`src/rtl/capturador_dd.sv`:
```
// ============================================================================
// capturador_dd -- OV7670 capture block for the frame-buffer write port
//
// Samples the RGB565 byte stream from the camera on PCLK and packs each
// pixel to RGB332. Every pixel inside the CAM_SCREEN_X x CAM_SCREEN_Y window
// produces one write (data/addr/regwrite) into the dual-port frame buffer.
// A frame is captured only when requested with CBtn.
//
// Ports:
//   PCLK      in   camera pixel clock; the only clock, rising edge
//   rst       in   asynchronous, active-low reset
//   VSYNC     in   vertical sync, high between frames
//   HREF      in   line valid, high while line bytes are present
//   D[7:0]    in   camera data byte
//   CBtn      in   capture request (level, synchronous to PCLK)
//   data      out  RGB332 pixel to the frame buffer
//   addr      out  linear frame-buffer address
//   regwrite  out  write strobe, one PCLK per stored pixel
//
// Build option:
//   CAPTURE_CONTINUOUS_EN  when defined, CBtn is ignored and every frame is
//                          captured (live video); when undefined, one frame
//                          is captured per CBtn request.
// ============================================================================
module capturador_dd #(
    parameter int CAM_SCREEN_X = 180,
    parameter int CAM_SCREEN_Y = 120,
    parameter int AW           = 15,
    parameter int DW           = 8
) (
    input  logic          PCLK,
    input  logic          rst,
    input  logic          VSYNC,
    input  logic          HREF,
    input  logic [7:0]    D,
    input  logic          CBtn,
    output logic [DW-1:0] data,
    output logic [AW-1:0] addr,
    output logic          regwrite
);

    // Counters need one extra code so they can saturate at the window limit.
    localparam int XW = $clog2(CAM_SCREEN_X + 1);
    localparam int YW = $clog2(CAM_SCREEN_Y + 1);

    localparam logic [XW-1:0] X_LIM = XW'(CAM_SCREEN_X);
    localparam logic [YW-1:0] Y_LIM = YW'(CAM_SCREEN_Y);
    localparam logic [AW-1:0] X_AW  = AW'(CAM_SCREEN_X);

    typedef enum logic [1:0] {
        IDLE    = 2'd0,
        ARMED   = 2'd1,
        SYNC    = 2'd2,
        CAPTURE = 2'd3
    } state_t;

`ifdef CAPTURE_CONTINUOUS_EN
    // Live video: always armed, and each frame end immediately waits for the
    // next frame start.
    localparam state_t RESET_STATE     = ARMED;
    localparam state_t FRAME_END_STATE = SYNC;
`else
    localparam state_t RESET_STATE     = IDLE;
    localparam state_t FRAME_END_STATE = IDLE;
`endif

    state_t          state_reg;
    logic [XW-1:0]   x_reg;
    logic [YW-1:0]   y_reg;
    logic            phase_reg;      // 0: expecting hi byte, 1: expecting lo byte
    logic [7:0]      hi_reg;
    logic            href_d_reg;     // HREF one cycle ago, for falling-edge detect
    logic [DW-1:0]   data_reg;
    logic [AW-1:0]   addr_reg;
    logic            regwrite_reg;

    logic [AW-1:0]   pix_addr;
    logic            in_window;
    logic [7:0]      pix_rgb332;

    // Counters saturate at the window limits, so this AW-bit product can never
    // wrap; writes are further gated by in_window so the limit address itself
    // (reserved for the display's out-of-window pixel) is never produced.
    assign pix_addr   = AW'(y_reg) * X_AW + AW'(x_reg);
    assign in_window  = (x_reg < X_LIM) && (y_reg < Y_LIM);
    // RRRRRGGG / GGGBBBBB -> RRRGGGBB
    assign pix_rgb332 = {hi_reg[7:5], hi_reg[2:0], D[4:3]};

    always_ff @(posedge PCLK or negedge rst) begin
        if (!rst) begin
            state_reg    <= RESET_STATE;
            x_reg        <= '0;
            y_reg        <= '0;
            phase_reg    <= 1'b0;
            hi_reg       <= '0;
            href_d_reg   <= 1'b0;
            data_reg     <= '0;
            addr_reg     <= '0;
            regwrite_reg <= 1'b0;
        end else begin
            regwrite_reg <= 1'b0;
            case (state_reg)
                IDLE: begin
`ifdef CAPTURE_CONTINUOUS_EN
                    state_reg <= ARMED;
`else
                    if (CBtn) begin
                        state_reg <= ARMED;
                    end
`endif
                end

                // Wait for the inter-frame gap so capture never starts mid-frame.
                ARMED: begin
                    if (VSYNC) begin
                        state_reg <= SYNC;
                    end
                end

                SYNC: begin
                    if (!VSYNC) begin
                        state_reg  <= CAPTURE;
                        x_reg      <= '0;
                        y_reg      <= '0;
                        phase_reg  <= 1'b0;
                        href_d_reg <= 1'b0;
                    end
                end

                CAPTURE: begin
                    if (VSYNC) begin
                        // Frame over (complete or partial); any half pixel is dropped.
                        state_reg  <= FRAME_END_STATE;
                        phase_reg  <= 1'b0;
                        href_d_reg <= 1'b0;
                    end else begin
                        href_d_reg <= HREF;
                        if (HREF) begin
                            phase_reg <= ~phase_reg;
                            if (!phase_reg) begin
                                hi_reg <= D;
                            end else begin
                                // data/addr only move on a real write so they hold otherwise.
                                if (in_window) begin
                                    data_reg     <= DW'(pix_rgb332);
                                    addr_reg     <= pix_addr;
                                    regwrite_reg <= 1'b1;
                                end
                                if (x_reg != X_LIM) begin
                                    x_reg <= x_reg + XW'(1);
                                end
                            end
                        end else begin
                            phase_reg <= 1'b0;
                            if (href_d_reg) begin
                                // x > 0 means this line produced at least one pixel.
                                x_reg <= '0;
                                if ((x_reg != '0) && (y_reg != Y_LIM)) begin
                                    y_reg <= y_reg + YW'(1);
                                end
                            end
                        end
                    end
                end

                default: state_reg <= RESET_STATE;
            endcase
        end
    end

    assign data     = data_reg;
    assign addr     = addr_reg;
    assign regwrite = regwrite_reg;

endmodule

```
`config.mk`:
```
export PLATFORM = sky130hd
export DESIGN_NAME = capturador_dd
export DESIGN_NICKNAME = d
export VERILOG_FILES = /design/src/rtl/capturador_dd.sv
export SDC_FILE = /design/constraint.sdc
export NUM_CORES = 1
export LEC_CHECK = 0
export BUFFER_PORTS_ARGS = -buffer_cell sky130_fd_sc_hd__buf_2
export CAP_MARGIN = 10
export CORE_MARGIN = 3
export CORE_UTILIZATION = 45
export DETAILED_ROUTE_END_ITERATION = 6
export PLACE_DENSITY = 0.73
export REMOVE_ABC_BUFFERS = 1
export SYNTH_ARGS = -nofsm -noshare
export SYNTH_HDL_FRONTEND = slang
export SYNTH_SLANG_ARGS = --single-unit
```
`constraint.sdc`:
```
create_clock -name PCLK -period 6.3 [get_ports PCLK]
set_input_delay 0.315 -clock PCLK [delete_from_list [all_inputs] [get_ports PCLK]]
set_output_delay 0.315 -clock PCLK [all_outputs]
set_load 0.02 [all_outputs]
```
== Yosys cells after proc, flatten, opt, wreduce, memory -nomap -nowiden ==
Cells that the tools add are included.

* Add/subtract/negate cells: 3
* Multipliers: 1
* $lt $le $gt $ge: 2
* Equal/unequal tests: 16
* Muxes and demuxes: 29
* Bitwise logic cells: 2
* Reduce and logical (&&, ||, !) cells: 11

{| class="wikitable"
|+ Operator list
! kind !! count
|-
| two-way mux 8 bit || 6
|-
| two-way mux 7 bit || 5
|-
| inequality test 2 bit (second input constant) || 8
|-
| case mux 8 bit (2 select lines) || 1
|-
| adder 15 x 8 -> 15 bit || 1
|-
| case mux 7 bit (2 select lines) || 1
|-
| multiplier 7 x 6 -> 13 bit (second input constant) || 1
|-
| AND reduction 6 bit || 2
|-
| two-way mux 1 bit || 9
|-
| inequality test 3 bit (second input constant) || 3
|-
| adder 8 x 1 -> 8 bit (second input constant) || 1
|-
| less-than comparator 8 bit (second input constant) || 1
|-
| two-way mux 2 bit || 4
|-
| inequality test 8 bit (second input constant) || 1
|-
| case mux 2 bit (4 select lines) || 1
|-
| AND reduction 4 bit || 2
|-
| nonzero test 8 bit || 1
|-
| adder 7 x 1 -> 7 bit (second input constant) || 1
|-
| less-than comparator 7 bit (second input constant) || 1
|-
| inequality test 7 bit (second input constant) || 1
|-
| AND reduction 5 bit || 1
|-
| == test 2 bit (second input constant) || 2
|-
| case mux 1 bit (2 select lines) || 2
|-
| == test 2 x 1 -> 1 bit (second input constant) || 1
|-
| 5 further kinds || 7
|}

* Flip-flop bits (word level): 51
* Output and inout bits: 24
* Logic and storage cells: 73

== Depth between registers and ports, before layout ==
* Word-level depth: 7
* Gate-level depth with buffers: 13
* Depth with buffers taken out: 13

== Least setup slack after synthesis ==
No wires, ideal clock.

* Kind: register -> register
* Start point: register y_reg[2]
* End point: register addr_reg[14] (netlist: addr[14])
* Arrival: 3584 ps
* Data required time: 6231 ps
* Slack: 2647 ps
* Cell stages (with the launch flop): 14
* Buffers on the path: 0
* Cells stage by stage: dfrtp_1 ha_1 ha_1 inv_1 fa_1 inv_1 ha_1 fa_1 a21o_1 a221oi_2 xnor2_1 nand4b_1 or4_1 nand3_1

* Word-level cells in the longest chain between the ends: 3

{| class="wikitable"
|+ Ends and longest elaborated chain
! element !! RTL line !! source
|-
| start, declared || 69 || <nowiki>logic [YW-1:0] y_reg;</nowiki>
|-
| start signal, assigned || 159 || <nowiki>y_reg <= y_reg + YW'(1);</nowiki>
|-
| parallel branches: the longest is 3 deep, another holds adder 15 x 8 -> 15 bit || -- ||
|-
| end signal, assigned || 146 || <nowiki>addr_reg <= pix_addr;</nowiki>
|-
| end, declared || 74 || <nowiki>logic [AW-1:0] addr_reg;</nowiki>
|}

Several ways; the timed one is not identified.
A chain may end at the register's enable or synchronous reset.

== Final worst setup path ==
Same ends and word-level chain as after synthesis.

==> flow_summary.toml <==
[synthesis]
synthesis.yosys.warnings = 0
synthesis.area_mm2 = 0.00339
synth-edff-count = 0
synthDistinctLibCells = 52
postSynthAreaPerCell_um2 = 9.28
postSynth.asyncResetShare_pct = 100
number_of_instances_in_the_synthesized_netlist = 365
synth-seq-cells = 49
synth_sequential_area_ratio_pct = 36.2
main_synth_ff_type = "sky130_fd_sc_hd__dfrtp_1"

[worst_hold_path]
min_path_type = "input port to asynchronous set/reset pin"

[grt]
antenna_found_initial = 0
overflow = 0
vias_in_the_first_global_route = 2537
globalRouteTotalUtil_pct = 16.2
largest_net_degree_at_the_start_of_global_routing = 50
global_route_wire_length_before_repair_um = 11600

[clocking]
htree_levels = 2
clock_latency_ns = 0.31
numCtsBuffers = 5
ctsHoldBuffers = 0
tritoncts = "built"
path_clk_slew_ns = 0.09
cts.sinks = 49
clk_path_buf_depth = 2
ctsRootBufferMaster = "sky130_fd_sc_hd__clkbuf_8"
post_cts.repair.setup_buffers = 0
post_cts_resize_count = 0

[power_and_ir_drop]
pwr_density_cell_mw_per_mm2 = 264
combinational_fraction_of_design_power_pct = 36.8
netSwitchingFraction_pct = 39.0
total_power_mw = 0.993
p_switching_mw = 0.387
power.leakage_nw = 1.93
clkPwrFrac_pct = 19.6
internal_power_mw = 0.606
vdd_ir_drop_max_mv = 0.186
sequentialPowerShare_pct = 43.5

[detailed_routing]
ant_nets_after_route = 0
via_count = 2627
drt-pass1-iter-count = 4
drtIter0Drc = 143
total_drc_errors_in_the_routed_layout = 0
finalWirelength_um = 6700
avgRoutedWirePerCell_um = 13.4
detail_route.vias_per_cell = 5.26

[floorplanning]
fp-row-count = 30
die_y_um = 92.8
io-pin-count = 37
design.die.area_mm2 = 0.00860
initial_core_util_pct = 48.0
floorplan.die.width_um = 92.8
placeableCoreArea_mm2 = 0.00706

[finish]
layout_area_growth_over_synthesis_pct = 11.1
antenna-diode-count = 0
multi_input_comb_area_mm2 = 0.00199
largest_register_ff_count = 15
nFillCells = 695
finalCoreUtilization_pct = 53.3
num-nets-final = 462
final_layout_size_suffix_gt1_share_pct = 15.9
seqCellArea_mm2 = 0.00123
postLayoutCellArea_mm2 = 0.00376

[sta]
worst_setup_slack_final_ns = 2.41
slew-limit-headroom_pct = 55.4
fmaxAchievable_mhz = 257
fin_setup_tns_ns = 0
timing.final.crit_share_pct = 61.7
finClkSkew_ns = 0.00963
timing_max_transition_violations_final = 0
finalWorstPathRequiredPeriod_ns = 3.89
final_hold_viols = 0
rsz_0062_raised_after_global_routing = "no"
setup_violations = 0
max_slew.worst_pin.slew_ns = 0.665

[setup_path]
critical_path.endpoint_type = "flop"
critPathLaunchType = "flop"
maximum_net_fanout_on_the_critical_path = 9
crit_path_kind = "flop to flop"
cp_data_arrival_time_ns = 4.13
cp.required_ns = 6.54

[placed_design]
gp_congestion = 0.782
post-place-ws_ns = 2.42
placed_cell_area_mm2 = 0.00367
buffer_ports.inserted = 36
hpwlAfterDp_um = 5170

[run]
count_of_max_cap_constraint_violations = 0

[run_status]
run_status = "finished, final reports clean"
[per-stage QoR]
step                cells  hold WS [ns]
detailed placement    491         0.452
global placement      491         0.439
finish                499         0.105
global route          499         0.151
floorplan             357        0.0194
CTS                   499         0.125
[worst paths after layout]
check | startpoint | to | slack (ns) | cells past startpoint
max | y_reg[2] | addr[14] | 2.41 | 13
min reg2reg | hi_reg[1] | data[3] | 0.47 | 2
max reg2reg | y_reg[2] | addr[14] | 2.41 | 13
min | rst | addr[13] | 0.11 | 2
max in group asynchronous | rst | hi_reg[0] | 5.78 | 2
min in group PCLK | D[3] | data[0] | 0.20 | 3
[power groups by stage]
stage          Clock, mW  Sequential [mW]  Combinational [mW]
2_1_floorplan          0            0.464               0.230
3_3_place_gp           0            0.433               0.354
3_5_place_dp           0            0.439               0.368
4_1_cts            0.203            0.432               0.370
5_1_grt            0.215            0.442               0.421
6_report           0.195            0.432               0.366
[worst max-delay path, cell delays in order (launching register included)]
cell and delay [ns]:
sky130_fd_sc_hd__dfrtp_1 0.48, sky130_fd_sc_hd__ha_1 0.37, sky130_fd_sc_hd__ha_1 0.28, sky130_fd_sc_hd__inv_1 0.05
sky130_fd_sc_hd__fa_1 0.50, sky130_fd_sc_hd__inv_1 0.05, sky130_fd_sc_hd__ha_1 0.22, sky130_fd_sc_hd__fa_1 0.43
sky130_fd_sc_hd__a21o_1 0.22, sky130_fd_sc_hd__a221oi_2 0.28, sky130_fd_sc_hd__xnor2_1 0.22, sky130_fd_sc_hd__nand4b_1 0.16
sky130_fd_sc_hd__or4_1 0.48, sky130_fd_sc_hd__nand3_1 0.09
[final cells by class]
type                    count  share of cell area (%)
clock inverters             3                   0.698
clock buffers               5                    1.83
multi-input cells         273                    53.0
well taps                  96                    3.19
inverters                  35                    3.49
repair buffers             38                    5.19
flip-flops and latches     49                    32.6
[layer usage]
layer	global-route usage [%]	part of all wire (%)
met1	23.1	51
met2	26.1	44
met3	3.01	4.5
met4	3.05	0.24
met5	0	0
[synth_stat cells, drive strengths merged (7+ instances only)]
| cell type | number | area [um2] |
|---|---|---|
| nand2 | 56 | 213 |
| nor2 | 24 | 90.1 |
| nand3 | 11 | 55.1 |
| fa | 9 | 180 |
| inv | 35 | 131 |
| a21o | 7 | 60.1 |
| dfrtp | 49 | 1230 |
| ha | 38 | 475 |
| xor2 | 7 | 61.3 |
| o21ai | 35 | 175 |
[layout by cell type, fill, tap and decap left out, types with 4 or more instances in the layout]
cell type,instances
sky130_fd_sc_hd__or2_2,4
sky130_fd_sc_hd__o21ai_1,8
sky130_fd_sc_hd__xor2_1,7
sky130_fd_sc_hd__buf_2,36
sky130_fd_sc_hd__a21o_1,6
sky130_fd_sc_hd__a21oi_1,6
sky130_fd_sc_hd__mux2_2,6
sky130_fd_sc_hd__xnor2_1,5
sky130_fd_sc_hd__o211ai_1,5
sky130_fd_sc_hd__o31ai_1,6
sky130_fd_sc_hd__nor2b_1,4
sky130_fd_sc_hd__a31oi_1,4
sky130_fd_sc_hd__and3_1,5
sky130_fd_sc_hd__nor2_1,24
sky130_fd_sc_hd__nand2b_1,4
sky130_fd_sc_hd__ha_1,38
sky130_fd_sc_hd__dfrtp_1,49
sky130_fd_sc_hd__inv_1,35
sky130_fd_sc_hd__o21ai_0,27
sky130_fd_sc_hd__clkbuf_8,5
sky130_fd_sc_hd__nand2_1,55
sky130_fd_sc_hd__fa_1,9
sky130_fd_sc_hd__nand3_1,11
[cells by family after synthesis]
logic type | after synthesis | synth area share, %
buffers and inverters | 43 | 4.91
muxes | 6 | 1.99
xor gates and xnor gates | 12 | 3.10
and+or+nand+nor | 123 | 17.4
adders and majority gates | 47 | 19.4
AOI/OAI and AO/OA | 85 | 17.0
DFF | 49 | 36.2
Note: power is estimated with default switching activity, not from simulation.
